## config.mk

```make
export PLATFORM = sky130hd
export DESIGN_NAME = nn_mac_neuron_flat
export DESIGN_NICKNAME = d
export VERILOG_FILES = /design/src/rtl/nn_mac_neuron_if.sv /design/src/rtl/nn_mac_neuron.sv /design/src/flat_wrapper.sv
export SDC_FILE = /design/constraint.sdc
export NUM_CORES = 1
export LEC_CHECK = 0
export CAP_MARGIN = 10
export CORE_MARGIN = 2
export CORE_UTILIZATION = 55
export DETAILED_ROUTE_END_ITERATION = 16
export GPL_TIMING_DRIVEN = 0
export HOLD_SLACK_MARGIN = 0.06
export PLACE_DENSITY = 0.73
export SLEW_MARGIN = 5
export SYNTH_ARGS = -nofsm -noshare
export SYNTH_HDL_FRONTEND = slang
export SYNTH_SLANG_ARGS = --single-unit
```

## constraint.sdc

```tcl
create_clock -name wb_clk_i -period 15.5 [get_ports wb_clk_i]
set_input_delay 3.1 -clock wb_clk_i [delete_from_list [all_inputs] [get_ports wb_clk_i]]
set_output_delay 3.1 -clock wb_clk_i [all_outputs]
set_load 0.03 [all_outputs]
```

## src/rtl/nn_mac_neuron_if.sv

```systemverilog
// Stream, config and status bundle for the int8 MAC neuron.
interface nn_mac_neuron_if #(
   parameter int CFG_AW = 3
) ();
   logic              in_valid;
   logic [31:0]       in_data;
   logic              in_ready;
   logic              cfg_we;
   logic [CFG_AW-1:0] cfg_addr;
   logic [31:0]       cfg_data;
   logic              out_valid;
   logic [7:0]        out_data;
   logic              out_ready;
   logic              busy;

   modport master (
      output in_valid, in_data, cfg_we, cfg_addr, cfg_data, out_ready,
      input  in_ready, out_valid, out_data, busy
   );

   modport slave (
      input  in_valid, in_data, cfg_we, cfg_addr, cfg_data, out_ready,
      output in_ready, out_valid, out_data, busy
   );
endinterface

```

## src/rtl/nn_mac_neuron.sv

```systemverilog
// Single int8 MAC neuron: accumulate, bias, shift, saturate, emit one byte.
// Define NN_RELU_EN for ReLU clamping (0..127) instead of signed saturation.
module nn_mac_neuron #(
   parameter int N_WORDS   = 4,
   parameter int ACC_W     = 24,
   parameter int OUT_SHIFT = 4,
   parameter int CFG_AW    = 3
) (
   input logic           wb_clk_i,
   input logic           wb_rst_i,
   nn_mac_neuron_if.slave bus
);
   typedef enum logic [1:0] {S_ACC, S_ACT, S_OUT} state_t;

   localparam logic [CFG_AW-1:0] LAST_IDX  = CFG_AW'(N_WORDS - 1);
   localparam logic [CFG_AW-1:0] BIAS_ADDR = CFG_AW'(N_WORDS);
   localparam logic signed [ACC_W-1:0] MAX_V = ACC_W'(127);
`ifdef NN_RELU_EN
   localparam logic signed [ACC_W-1:0] MIN_V = ACC_W'(0);
`else
   localparam logic signed [ACC_W-1:0] MIN_V = ACC_W'(-128);
`endif

   state_t            state_q, state_d;
   logic [ACC_W-1:0]  acc_q, acc_d;
   logic [CFG_AW-1:0] idx_q, idx_d;
   logic [31:0]       w_q [N_WORDS];
   logic [ACC_W-1:0]  bias_q;
   logic              out_valid_q, out_valid_d;
   logic [7:0]        out_data_q, out_data_d;

   logic              accept;
   logic              busy;
   logic [31:0]       w_cur;
   logic [15:0]       prod [4];
   logic [17:0]       word_sum;
   logic signed [ACC_W-1:0] biased;
   logic signed [ACC_W-1:0] r;
   logic [7:0]        sat_byte;

   assign bus.in_ready  = (state_q == S_ACC) && !wb_rst_i;
   assign accept        = bus.in_valid && bus.in_ready;
   assign busy          = (state_q != S_ACC) || (idx_q != '0);
   assign bus.busy      = busy;
   assign bus.out_valid = out_valid_q;
   assign bus.out_data  = out_data_q;

   always_comb begin
      w_cur = '0;
      for (int i = 0; i < N_WORDS; i++)
         if (idx_q == CFG_AW'(i))
            w_cur = w_q[i];
   end

   // Sign-extended 16-bit products keep only the low 16 bits, which hold the exact signed product.
   always_comb begin
      word_sum = '0;
      for (int k = 0; k < 4; k++) begin
         prod[k] = {{8{bus.in_data[8*k+7]}}, bus.in_data[8*k +: 8]} *
                   {{8{w_cur[8*k+7]}}, w_cur[8*k +: 8]};
         word_sum = word_sum + {{2{prod[k][15]}}, prod[k]};
      end
   end

   assign biased = signed'(acc_q + bias_q);
   assign r      = biased >>> OUT_SHIFT;

   always_comb begin
      sat_byte = r[7:0];
      if (r > MAX_V)
         sat_byte = MAX_V[7:0];
      else if (r < MIN_V)
         sat_byte = MIN_V[7:0];
   end

   always_comb begin
      state_d     = state_q;
      acc_d       = acc_q;
      idx_d       = idx_q;
      out_valid_d = out_valid_q;
      out_data_d  = out_data_q;
      unique case (state_q)
         S_ACC: begin
            if (accept) begin
               acc_d = acc_q + {{(ACC_W-18){word_sum[17]}}, word_sum};
               idx_d = idx_q + 1'b1;
               if (idx_q == LAST_IDX)
                  state_d = S_ACT;
            end
         end
         S_ACT: begin
            out_data_d  = sat_byte;
            out_valid_d = 1'b1;
            state_d     = S_OUT;
         end
         S_OUT: begin
            if (bus.out_ready) begin
               out_valid_d = 1'b0;
               acc_d       = '0;
               idx_d       = '0;
               state_d     = S_ACC;
            end
         end
         default: state_d = S_ACC;
      endcase
   end

   always_ff @(posedge wb_clk_i) begin
      if (wb_rst_i) begin
         state_q     <= S_ACC;
         acc_q       <= '0;
         idx_q       <= '0;
         out_valid_q <= 1'b0;
         out_data_q  <= '0;
      end else begin
         state_q     <= state_d;
         acc_q       <= acc_d;
         idx_q       <= idx_d;
         out_valid_q <= out_valid_d;
         out_data_q  <= out_data_d;
      end
   end

   // Coefficients only change between inferences so a result never mixes two weight sets.
   always_ff @(posedge wb_clk_i) begin
      if (wb_rst_i) begin
         for (int i = 0; i < N_WORDS; i++)
            w_q[i] <= '0;
         bias_q <= '0;
      end else if (bus.cfg_we && !busy) begin
         for (int i = 0; i < N_WORDS; i++)
            if (bus.cfg_addr == CFG_AW'(i))
               w_q[i] <= bus.cfg_data;
         if (bus.cfg_addr == BIAS_ADDR)
            bias_q <= bus.cfg_data[ACC_W-1:0];
      end
   end
endmodule

```

## src/flat_wrapper.sv

```systemverilog
// flat-port wrapper written by rule: the top's interface ports become plain ports
module nn_mac_neuron_flat 
#(
   parameter int N_WORDS   = 4,
   parameter int ACC_W     = 24,
   parameter int OUT_SHIFT = 4,
   parameter int CFG_AW    = 3
)
  (wb_clk_i, wb_rst_i, bus_in_valid, bus_in_data, bus_cfg_we, bus_cfg_addr, bus_cfg_data, bus_out_ready, bus_in_ready, bus_out_valid, bus_out_data, bus_busy);
  nn_mac_neuron_if #(.CFG_AW(CFG_AW)) bus_i ();
  input logic wb_clk_i;
  input logic wb_rst_i;
  input wire logic [$bits(bus_i.in_valid)-1:0] bus_in_valid;
  input wire logic [$bits(bus_i.in_data)-1:0] bus_in_data;
  input wire logic [$bits(bus_i.cfg_we)-1:0] bus_cfg_we;
  input wire logic [$bits(bus_i.cfg_addr)-1:0] bus_cfg_addr;
  input wire logic [$bits(bus_i.cfg_data)-1:0] bus_cfg_data;
  input wire logic [$bits(bus_i.out_ready)-1:0] bus_out_ready;
  output wire logic [$bits(bus_i.in_ready)-1:0] bus_in_ready;
  output wire logic [$bits(bus_i.out_valid)-1:0] bus_out_valid;
  output wire logic [$bits(bus_i.out_data)-1:0] bus_out_data;
  output wire logic [$bits(bus_i.busy)-1:0] bus_busy;
  assign bus_i.in_valid = bus_in_valid;
  assign bus_i.in_data = bus_in_data;
  assign bus_i.cfg_we = bus_cfg_we;
  assign bus_i.cfg_addr = bus_cfg_addr;
  assign bus_i.cfg_data = bus_cfg_data;
  assign bus_i.out_ready = bus_out_ready;
  assign bus_in_ready = bus_i.in_ready;
  assign bus_out_valid = bus_i.out_valid;
  assign bus_out_data = bus_i.out_data;
  assign bus_busy = bus_i.busy;
  nn_mac_neuron #(.N_WORDS(N_WORDS), .ACC_W(ACC_W), .OUT_SHIFT(OUT_SHIFT), .CFG_AW(CFG_AW)) u_core (.wb_clk_i(wb_clk_i), .wb_rst_i(wb_rst_i), .bus(bus_i));
endmodule
```

==> impl_results.md <==
* Post-Synth Adder-Cell Area at 36.3%
* Ys async rst share at 0%
* Area occupied by multi-input gates at 14,600 um^2
* Most used cell, CP: fa_1
* Setup Crit Path Kind: primary input to register
* Die W at 200 um
* Netlist Area Pre-Place at 21,200 um^2
* Final instance count without filler cells at 2,818
* Slew HR at 24.5%
* CP Launch Type: primary input
* Fmax at 0.0726 GHz
* Crit path time final at 13,770 ps
* RSZ-0062 raised after global routing: false
* GR Util All Layers at 27.0%
* DRC Markers at 0
* Routed wire length at 52,300 um
* Yosys top cell area share at 25.9%
* Commonest non-fill, non-tap cell in the layout: inv_1
* Post-CTS sizing at 0
* CP max stage delay at 870 ps
* CP Data Arrival Time at 14,090 ps
* Vias in the first global route at 16,600
* Synth Flop Type: edfxtp_1
* Hold-fix buffers, CTS at 0
* Synth Area in Simple Gates at 17.8%
* Initial Util at 56.0%
* Io pins at 83
* Total Die Area at 40,000 um^2
* Deepest clock path buffer count at 2
* IO buf count at 82
* Max Slew Vio Count at 0
* Avg Inst Size Synth at 9.68 um^2
* Dominant cells by area after synthesis: fa_1 (26%), edfxtp_1 (18%), ha_1 (10%)
* Num CTS Buffers at 17
* Clk_skew at 16.9 ps
* Rows at 71
* Dominant cell type by area after synthesis: fa_1
* Post-Syn Nets at 2,707
* CORE AREA at 37,800 um^2
* TritonCTS clock tree: built
* Register area share after synthesis at 24.0%
* XOR/XNOR Fraction of Synth Area at 4.43%
* Dpl hpwl at 42,100 um
* Drt initial violations at 1,077
* H-tree depth at 4
* Routed wire per std cell at 18.6 um
* Via/cell ratio at 5.57
* GRT Residual Overflow at 0
* Fillers at 3,150
* Final hold vios at 0
* Clock sinks at 190
* Placed instance count at 2,783
* Worst-margin pin slew at 1130 ps
* GP Congestion at 0.939
* Flip-flop and latch area at 5080 um^2
* Post-synth EDFFs at 128
* Max Cap Viol at 0
* Post-synthesis compound-gate area fraction at 10.3%
* Crit path capture type: register
* Pin count of the biggest net entering global routing at 33
* Period Utilization, post-route at 88.8%
* HP Class: register to register
* Cells after synthesis at 2,186
* Number of distinct library cells after synthesis at 65
* Nets at 2,812
* Most frequent cells in the layout: inv_1 (343), fa_1 (274), ha_1 (175)
* Largest family of logic cells by synthesized area: adder cells
* CP max stage cell: nor2b_1
* Initial antenna violation count at 2
* Layout cell share with drive strength beyond 1 at 3.39%
* Clock-pin slew on the worst setup and hold paths at 70 ps
* Post-CTS setup repair buffer count at 0
* Via count at 15,700
* First-pass GRT wire length at 85,400 um
* DRT antenna net count at 0
* Yosys reg bits at 190
* Worst-path maximum fanout at 8
* CP Data Required Time at 15,820 ps
* Setup TNS at 0 ps
* Ys Warns at 0
* Mux share of post-synthesis cell area at 0.0946%
* Clock Latency Late Sink at 440 ps
* Root Buffer Master: clkbuf_16
* Die height at 200 um
* Outcome: finished clean
* Final setup fails at 0
* Area grow syn2layout at 10.5%
* Drt pass-1 iters at 7
## flip-flops by register name, indices dropped and copies added, names as in the netlist
signal,count
u_core.bus.out_data,8
u_core.bias_q,24
u_core.bus.out_valid,1
u_core.acc_q,24
u_core.w_q,128
u_core.state_q,2
u_core.idx_q,3
## cell usage after synthesis, types with 31 or more instances
cell type,number
inv_1,343
a21oi_1,112
nor2b_1,132
ha_1,175
nor3_1,40
nand2_1,158
clkbuf_1,50
xor2_1,31
xnor2_1,76
dfxtp_1,62
nand2b_1,39
and2_1,161
nor2_1,114
edfxtp_1,128
o21ai_0,40
fa_1,274
## cell type report
cell class                 instances  area share [%]
multi-input combinational       1599            62.5
sequential                       190            21.7
inverter                         343            5.51
timing repair buffer              86            3.95
tap                              511            2.73
clock buffer                      18            1.84
buffer                            54           0.872
clock inverter                    14           0.819
antenna                            3          0.0321
## worst paths after layout
kind                                               startpoint                            end  slack, ps  depth (start not counted)
worst max register to register   u_core.idx_q[0]$_SDFFE_PP0P_  u_core.acc_q[23]$_SDFFE_PP0P_       2600                         40
worst min register to register  u_core.bias_q[5]$_SDFFE_PP0P_  u_core.bias_q[5]$_SDFFE_PP0P_        470                          2
worst max-delay path                          bus_in_data[15]  u_core.acc_q[23]$_SDFFE_PP0P_       1730                         36
worst min-delay path            u_core.bias_q[5]$_SDFFE_PP0P_  u_core.bias_q[5]$_SDFFE_PP0P_        470                          2
## stage by stage
stage	area, um^2	worst slack, ps	hold WS [ps]	util, %
2_1_floorplan	21200	3420	437	-
3_3_place_gp	22600	1530	446	59.9
3_5_place_dp	22800	1260	453	60.3
4_1_cts	23400	1690	465	61.9
5_1_grt	23400	719	480	61.9
6_report	23400	1730	466	61.9
## layer usage
| layer | vias to the layer above | wire length, um | GRT usage, % |
|---|---|---|---|
| li1 | 7330 | - | - |
| met1 | 7797 | 21700 | 34.8 |
| met2 | 486 | 26200 | 47.3 |
| met3 | 97 | 2740 | 3.12 |
| met4 | 0 | 1670 | 9.06 |
| met5 | - | 0 | 0 |
## critical path: cells and delay by family
family	cells	cell delay, ps
fa+ha+maj	10	4610
compound gates	13	2870
buf+inv	7	1230
simple gates	3	1170
xor+xnor	3	1110
## cells by family (layout without fill, tap and decap cells)
family                   after synthesis  in the layout
AO/OA/AOI/OAI                        323            323
XOR/XNOR                             107            107
adder cells (fa/ha/maj)              449            449
buffers and inverters                397            515
flip-flops                           190            190
multiplexers                           2              2
other                                  0              3
AND/OR/NAND/NOR                      718            718
Power is left out: the tool's default activity adds up to more than one toggle a clock period on the data nets, which glitch-free logic cannot reach.
